--- src/rtl/stream_loader_pkg.sv ---
`default_nettype none
// ============================================================================
// Module      : stream_loader_pkg
// Description : Shared constants, FSM state type and helper for the stream
//               loader. The loader streams weight and picture bytes from a
//               source memory into an accelerator and collects its results.
// Revision    : 1.0 - initial release
// ============================================================================
package stream_loader_pkg;

   localparam int W_BYTES   = 54;    // weight bytes per run
   localparam int PIC_BYTES = 64;    // data bytes per picture
   localparam int ADDR_W    = 13;    // source address width
   localparam int MAX_PICS  = 100;   // largest picture count honoured
   localparam int CNT_W     = 7;     // width of picture count / result index

   typedef enum logic [2:0] {
      ST_IDLE   = 3'd0,
      ST_W_LOAD = 3'd1,
      ST_D_LOAD = 3'd2,
      ST_DRAIN  = 3'd3,
      ST_DONE   = 3'd4
   } state_t;

   // Clamp a requested picture count to the supported maximum.
   function automatic logic [CNT_W-1:0] sat_pics(input logic [CNT_W-1:0] n);
      return (n > CNT_W'(MAX_PICS)) ? CNT_W'(MAX_PICS) : n;
   endfunction

endpackage
`default_nettype wire

--- src/rtl/stream_loader_result_capture.sv ---
`default_nettype none
// ============================================================================
// Module      : result_capture
// Description : Detects rising edges of the accelerator result flag, captures
//               the result byte with its picture index and counts results.
//               Edges outside a run, or beyond the expected count, are dropped.
// Ports       : clk, rst_n        clock, synchronous active-low reset
//               i_clr             clear the result counter (run accepted)
//               i_active          a run is in progress (FSM not idle)
//               i_num_pics        expected results for this run
//               i_acc_dout        accelerator result byte
//               i_acc_out_flag    accelerator result flag
//               o_res_valid       one-cycle strobe with captured result
//               o_res_data        captured result byte
//               o_res_idx         picture index of o_res_data
//               o_res_cnt         results counted so far in this run
// Revision    : 1.0 - initial release
// ============================================================================
module result_capture
   import stream_loader_pkg::*;
(
   input  logic             clk,
   input  logic             rst_n,
   input  logic             i_clr,
   input  logic             i_active,
   input  logic [CNT_W-1:0] i_num_pics,
   input  logic [7:0]       i_acc_dout,
   input  logic             i_acc_out_flag,
   output logic             o_res_valid,
   output logic [7:0]       o_res_data,
   output logic [CNT_W-1:0] o_res_idx,
   output logic [CNT_W-1:0] o_res_cnt
);

   logic             r_flag_d;
   logic [CNT_W-1:0] r_cnt;
   logic             w_take;

   // A flag held high produces a single edge; results past the expected
   // count are ignored so a late or spurious flag cannot overrun the index.
   assign w_take    = i_acc_out_flag & ~r_flag_d & i_active & (r_cnt < i_num_pics);
   assign o_res_cnt = r_cnt;

   always_ff @(posedge clk) begin
      if (!rst_n) begin
         r_flag_d    <= 1'b0;
         r_cnt       <= '0;
         o_res_valid <= 1'b0;
         o_res_data  <= '0;
         o_res_idx   <= '0;
      end else begin
         r_flag_d    <= i_acc_out_flag;
         o_res_valid <= w_take;
         if (i_clr) begin
            r_cnt <= '0;
         end else if (w_take) begin
            r_cnt <= r_cnt + CNT_W'(1);
         end
         if (w_take) begin
            o_res_data <= i_acc_dout;
            o_res_idx  <= r_cnt;
         end
      end
   end

endmodule
`default_nettype wire

--- src/rtl/stream_loader.sv ---
`default_nettype none
// ============================================================================
// Module      : stream_loader
// Description : Reads W_BYTES weight bytes followed by num_pics pictures of
//               PIC_BYTES each from a source memory and streams them, gap
//               free, into an accelerator. Results flagged by the accelerator
//               are captured and reported with their picture index.
// Ports       : clk, rst_n              clock, synchronous active-low reset
//               start, num_pics         run request and pictures per run
//               src_en/src_addr/src_rdata  source memory read port (1-cycle)
//               acc_mode/acc_din/acc_ram_en  byte stream to accelerator
//               acc_dout/acc_out_flag   accelerator result interface
//               res_valid/res_data/res_idx  captured results
//               busy, done              run status
// Revision    : 1.0 - initial release
// ============================================================================
module stream_loader
   import stream_loader_pkg::*;
#(
   parameter int W_BYTES   = stream_loader_pkg::W_BYTES,
   parameter int PIC_BYTES = stream_loader_pkg::PIC_BYTES,
   parameter int ADDR_W    = stream_loader_pkg::ADDR_W
)(
   input  logic              clk,
   input  logic              rst_n,
   input  logic              start,
   input  logic [6:0]        num_pics,
   output logic              src_en,
   output logic [ADDR_W-1:0] src_addr,
   input  logic [7:0]        src_rdata,
   output logic              acc_mode,
   output logic [7:0]        acc_din,
   output logic              acc_ram_en,
   input  logic [7:0]        acc_dout,
   input  logic              acc_out_flag,
   output logic              res_valid,
   output logic [7:0]        res_data,
   output logic [6:0]        res_idx,
   output logic              busy,
   output logic              done
);

   localparam logic [ADDR_W-1:0] c_w_last    = ADDR_W'(W_BYTES - 1);
   localparam logic [ADDR_W-1:0] c_pic_bytes = ADDR_W'(PIC_BYTES);

   state_t            r_state;
   state_t            w_state_nxt;
   logic [ADDR_W-1:0] r_addr;
   logic [ADDR_W-1:0] r_last_addr;
   logic [6:0]        r_npics;
   logic [6:0]        w_npics_sat;
   logic [6:0]        w_res_cnt;
   logic              w_accept;
   logic              w_loading;
   logic              w_active;
   logic              w_pipe_empty;

   // Byte pipe: stage 1 tracks the read issued last cycle, stage 2 holds the
   // returned byte, the output stage presents it to the accelerator.
   logic              r_en_s1;
   logic              r_mode_s1;
   logic              r_en_s2;
   logic              r_mode_s2;
   logic [7:0]        r_din_s2;

   assign w_npics_sat  = sat_pics(num_pics);
   assign w_pipe_empty = ~(r_en_s1 | r_en_s2 | acc_ram_en);
   assign src_addr     = r_addr;

   always_ff @(posedge clk) begin
      if (!rst_n) begin
         r_state <= ST_IDLE;
      end else begin
         r_state <= w_state_nxt;
      end
   end

   always_comb begin
      w_state_nxt = r_state;
      w_accept    = 1'b0;
      w_loading   = 1'b0;
      w_active    = 1'b1;
      busy        = 1'b1;
      done        = 1'b0;
      case (r_state)
         ST_IDLE: begin
            w_active = 1'b0;
            busy     = 1'b0;
            if (start) begin
               w_accept    = 1'b1;
               w_state_nxt = ST_W_LOAD;
            end
         end
         ST_W_LOAD: begin
            w_loading = 1'b1;
            if (r_addr == c_w_last) begin
               w_state_nxt = (r_npics == 7'd0) ? ST_DRAIN : ST_D_LOAD;
            end
         end
         ST_D_LOAD: begin
            w_loading = 1'b1;
            if (r_addr == r_last_addr) begin
               w_state_nxt = ST_DRAIN;
            end
         end
         ST_DRAIN: begin
            if ((w_res_cnt == r_npics) && w_pipe_empty) begin
               w_state_nxt = ST_DONE;
            end
         end
         ST_DONE: begin
            done        = 1'b1;
            w_state_nxt = ST_IDLE;
         end
         default: begin
            w_state_nxt = ST_IDLE;
         end
      endcase
      src_en = w_loading;
   end

   always_ff @(posedge clk) begin
      if (!rst_n) begin
         r_addr      <= '0;
         r_last_addr <= '0;
         r_npics     <= '0;
         r_en_s1     <= 1'b0;
         r_mode_s1   <= 1'b0;
         r_en_s2     <= 1'b0;
         r_mode_s2   <= 1'b0;
         r_din_s2    <= '0;
         acc_ram_en  <= 1'b0;
         acc_mode    <= 1'b0;
         acc_din     <= '0;
      end else begin
         if (w_accept) begin
            r_npics     <= w_npics_sat;
            // Last picture byte sits at W_BYTES + n*PIC_BYTES - 1.
            r_last_addr <= c_w_last + c_pic_bytes * ADDR_W'(w_npics_sat);
         end
         // Address runs continuously across the weight/data boundary and
         // parks at zero whenever no read is being issued.
         r_addr     <= w_loading ? (r_addr + ADDR_W'(1)) : '0;
         r_en_s1    <= w_loading;
         r_mode_s1  <= (r_state == ST_W_LOAD);
         r_en_s2    <= r_en_s1;
         r_mode_s2  <= r_mode_s1;
         r_din_s2   <= src_rdata;
         acc_ram_en <= r_en_s2;
         acc_mode   <= r_mode_s2;
         acc_din    <= r_din_s2;
      end
   end

   result_capture u_result_capture (
      .clk            (clk),
      .rst_n          (rst_n),
      .i_clr          (w_accept),
      .i_active       (w_active),
      .i_num_pics     (r_npics),
      .i_acc_dout     (acc_dout),
      .i_acc_out_flag (acc_out_flag),
      .o_res_valid    (res_valid),
      .o_res_data     (res_data),
      .o_res_idx      (res_idx),
      .o_res_cnt      (w_res_cnt)
   );

endmodule
`default_nettype wire
--- config.mk ---
export PLATFORM = sky130hd
export DESIGN_NAME = stream_loader
export DESIGN_NICKNAME = d
export VERILOG_FILES = /design/src/rtl/stream_loader_pkg.sv /design/src/rtl/stream_loader_result_capture.sv /design/src/rtl/stream_loader.sv
export SDC_FILE = /design/constraint.sdc
export NUM_CORES = 1
export LEC_CHECK = 0
export CAP_MARGIN = 25
export CORE_MARGIN = 4
export CORE_UTILIZATION = 53
export CTS_CLUSTER_DIAMETER = 150
export CTS_CLUSTER_SIZE = 16
export DETAILED_ROUTE_END_ITERATION = 8
export PLACE_DENSITY = 0.84
export REMOVE_ABC_BUFFERS = 1
export SYNTH_ARGS = -nofsm -noshare
export SYNTH_HDL_FRONTEND = slang
export SYNTH_SLANG_ARGS = --single-unit
--- constraint.sdc ---
create_clock -name clk -period 3.12 [get_ports clk]
set_input_delay 0.312 -clock clk [delete_from_list [all_inputs] [get_ports clk]]
set_output_delay 0.312 -clock clk [all_outputs]
set_load 0.01 [all_outputs]
==> results.py <==
metrics = {
    "run_status": {
        "status": "completed",
    },
    "timing": {
        "finalCriticalPeriod_ns": 2.17,
        "worst_slew_pin_slew_ns": 0.682,
        "max_freq_ghz": 0.461,
        "rsz0062_at_grt": "no",
        "holdWs_ns": 0.434,
        "maxSlewHeadroom": 0.545,
        "finalSetupViolCount": 0,
        "hold_violations": 0,
        "tns_ns": 0,
        "slew_viol_final": 0,
        "min_period_over_period": 0.696,
        "fin_ws_ns": 0.949,
        "finalClockSkew_ns": 0.00992,
    },
    "finish": {
        "drive_above_1_share": 0.0558,
        "utilization": 0.733,
        "register_area_mm2": 0.00140,
        "antenna_cells": 0,
        "final_nets": 426,
        "fillCellCount": 393,
        "areaGrowthSynthToFinish_pct": 31.1,
        "stdcell_count": 464,
        "fin_area_mm2": 0.00384,
        "multi_input_area_mm2": 0.00142,
    },
    "clocking": {
        "cts_resized": 0,
        "hold_buffers": 0,
        "clk_path_buf_depth": 2,
        "clk_latency_ns": 0.35,
        "cts_buffers": 9,
        "clkSlewWorstSetupHoldPaths_ns": 0.07,
        "cts_max_level": 3,
        "cts_tree": "yes",
        "cts_setup_buffers": 0,
        "clkSinkCount": 70,
        "clockRootBuffer": "clkbuf_8",
    },
    "route": {
        "routed_wl_um": 6550,
        "drc": 0,
        "vias": 2448,
        "dr.pass1.iters": 4,
        "wl_per_cell_um": 14.1,
        "post_drt_via_cell_ratio": 5.28,
        "drt_iter0_drc": 133,
        "antenna_left": 0,
    },
    "worst_hold_path": {
        "hold_path_class": "flip-flop to flip-flop",
        "min_from": "r_mode_s2$_SDFF_PN0_",
        "whs_endpoint": "acc_mode$_SDFF_PN0_",
        "min_path_cells": 1,
    },
    "critical_path": {
        "start_kind": "flip-flop",
        "reg2regPathDepth": 8,
        "cp_data_arrival_time_ns": 2.44,
        "cp_common_cell": "a21oi_1",
        "worstReg2RegStart": "r_npics[1]$_SDFFE_PN0P_",
        "cp_max_fo": 15,
        "path_cells": "inv_1, ha_1, nor2b_1, o211ai_1, a21oi_1, buf_4, or4_1, a21oi_1",
        "slowest_delay_ns": 0.49,
        "endpoint_kind": "flip-flop",
        "ff2ff_setup_slack_ns": 0.95,
        "regToRegEndpoint": "u_result_capture.o_res_cnt[3]$_SDFFE_PP0P_",
        "slowest_stage": "or4_1",
        "worst_ep_required_time_ns": 3.39,
        "crit_type": "flip-flop to flip-flop",
    },
    "die": {
        "die_w_um": 82.3,
        "die_h_um": 82.3,
        "start_util": 0.559,
        "num_rows": 26,
        "core_mm2": 0.00524,
        "die_area_mm2": 0.00678,
        "top_level_ports": 69,
    },
    "synth": {
        "mappedNetlistArea_mm2": 0.00293,
        "ys_seq_elements": 70,
        "synth-warning-count": 0,
        "synth_edf_count": 0,
        "synth_most_common_cell": "dfxtp_1",
        "ys.flop_type": "dfxtp_1",
        "ys_top_cells_by_area": "dfxtp_1, nand3_1, a21boi_0",
        "post_synth.cell_area_avg_um2": 9.06,
        "syn_inst": 323,
        "ys_top_cells_by_count": "dfxtp_1, nand3_1, nor2_1, and2_1, nand2_1",
        "seq_area_frac_synth": 0.479,
        "async_flop_share": 0,
        "synth_cell_type_count": 41,
        "synth_top_cell_area_share": 0.479,
        "synth.largest_area_cell": "dfxtp_1",
    },
    "global_route": {
        "grt_pass1_vias": 2216,
        "grt-ovfl-total": 0,
        "grt_pass1_wl_um": 10700,
        "antenna_found_initial": 0,
        "grt_max_degree": 27,
        "grt_usage": 0.207,
    },
    "job": {
        "cap_violations": 0,
    },
    "placement": {
        "dpl.cell_count": 447,
        "gp_congestion": 0.852,
        "portBuffers": 68,
        "dp_hpwl_um": 4620,
        "placedInstanceArea_mm2": 0.00365,
        "place_worst_setup_slack_ns": 0.702,
    },
    "pwr": {
        "peakVddDrop_mv": 0.351,
        "leakagePower_nw": 1.43,
        "cellPowerDensity_mw_per_mm2": 622,
        "finalPower_mw": 2.39,
    },
}
power breakdown:
| part | switching, mW | total, mW | internal, mW | leakage, nW |
|---|---|---|---|---|
| sequential | 0.0791 | 1.05 | 0.975 | 0.571 |
| combinational | 0.389 | 0.674 | 0.285 | 0.767 |
| clock | 0.347 | 0.661 | 0.314 | 0.0889 |
| total | 0.816 | 2.39 | 1.57 | 1.43 |
state kept, by name, indices dropped and copies added, names as in the netlist:
signal and count:
acc_din 8, acc_mode 1, acc_ram_en 1, r_din_s2 8, r_en_s1 1, r_en_s2 1
r_last_addr 2, r_mode_s1 1, r_mode_s2 1, r_npics 6, r_state 3, src_addr 13
u_result_capture.o_res_cnt 7, u_result_capture.o_res_data 8, u_result_capture.o_res_idx 7, u_result_capture.o_res_valid 1, u_result_capture.r_flag_d 1
layer usage:
metal / up-vias / GRT usage / routed length [µm]
li1: 1253 / - / -
met1: 1137 / 0.279 / 3050
met2: 48 / 0.321 / 3110
met3: 10 / 0.0401 / 284
met4: 0 / 0.0897 / 108
met5: - / 0 / 0
critical path, delay by kind of cell, from the launching register on:
kind,cells,cell delay [ns]
and+or+nand+nor,2,0.62
AOI/OAI and AO/OA,3,0.51
DFF,1,0.40
adders and majority gates,1,0.30
buffers and inverters,2,0.27
cells by family after synthesis:
family	Yosys count	synth area share
simple gates	130	0.239
flops	70	0.479
compound gates	66	0.146
buf+inv	28	0.0372
xor+xnor	19	0.0568
fa+ha+maj	10	0.0427
final cells by class:
cell class / count / area share
Multi-Input combinational cell: 225 / 0.369
Sequential cell: 70 / 0.365
Timing Repair Buffer: 71 / 0.183
Clock buffer: 10 / 0.0359
Tap cell: 70 / 0.0228
Clock inverter: 6 / 0.0121
Inverter: 12 / 0.0117
cells in the final DEF, fill, tap and decap left out, types with 2 or more instances in the layout:
master,netlist,final
xor2_1,8,8
xnor2_1,11,11
a31oi_1,2,2
clkbuf_8,0,10
nand4_1,3,3
inv_1,12,12
clkinv_4,0,2
a21o_1,2,2
buf_4,0,3
nor3b_1,2,2
nor3_1,2,2
and3_1,4,4
nor2_1,25,25
or4_1,5,5
ha_1,10,10
nand2_1,20,20
clkinvlp_4,0,2
nand3_1,31,31
o31ai_1,4,4
nor4_1,2,2
a22oi_1,2,2
nor2b_1,4,4
a21boi_0,19,19
o21a_1,2,2
clkdlybuf4s50_1,0,68
a21oi_1,11,11
o21ai_0,19,19
dfxtp_1,70,70
and2_1,22,22
how the worst max path moves through the flow:
stage                                 start                                           to  slack, ns
floorplan           r_npics[1]$_SDFFE_PN0P_   u_result_capture.o_res_cnt[3]$_SDFFE_PP0P_       1.09
global placement    r_npics[1]$_SDFFE_PN0P_  u_result_capture.o_res_data[1]$_SDFFE_PN0P_       0.80
detailed placement  r_npics[1]$_SDFFE_PN0P_   u_result_capture.o_res_idx[0]$_SDFFE_PN0P_       0.70
CTS                 r_npics[1]$_SDFFE_PN0P_   u_result_capture.o_res_idx[0]$_SDFFE_PN0P_       0.66
global route        r_npics[5]$_SDFFE_PN0P_   u_result_capture.o_res_idx[0]$_SDFFE_PN0P_       0.78
finish              r_npics[1]$_SDFFE_PN0P_   u_result_capture.o_res_cnt[3]$_SDFFE_PP0P_       0.95
Power figures use the tool's default switching activity.
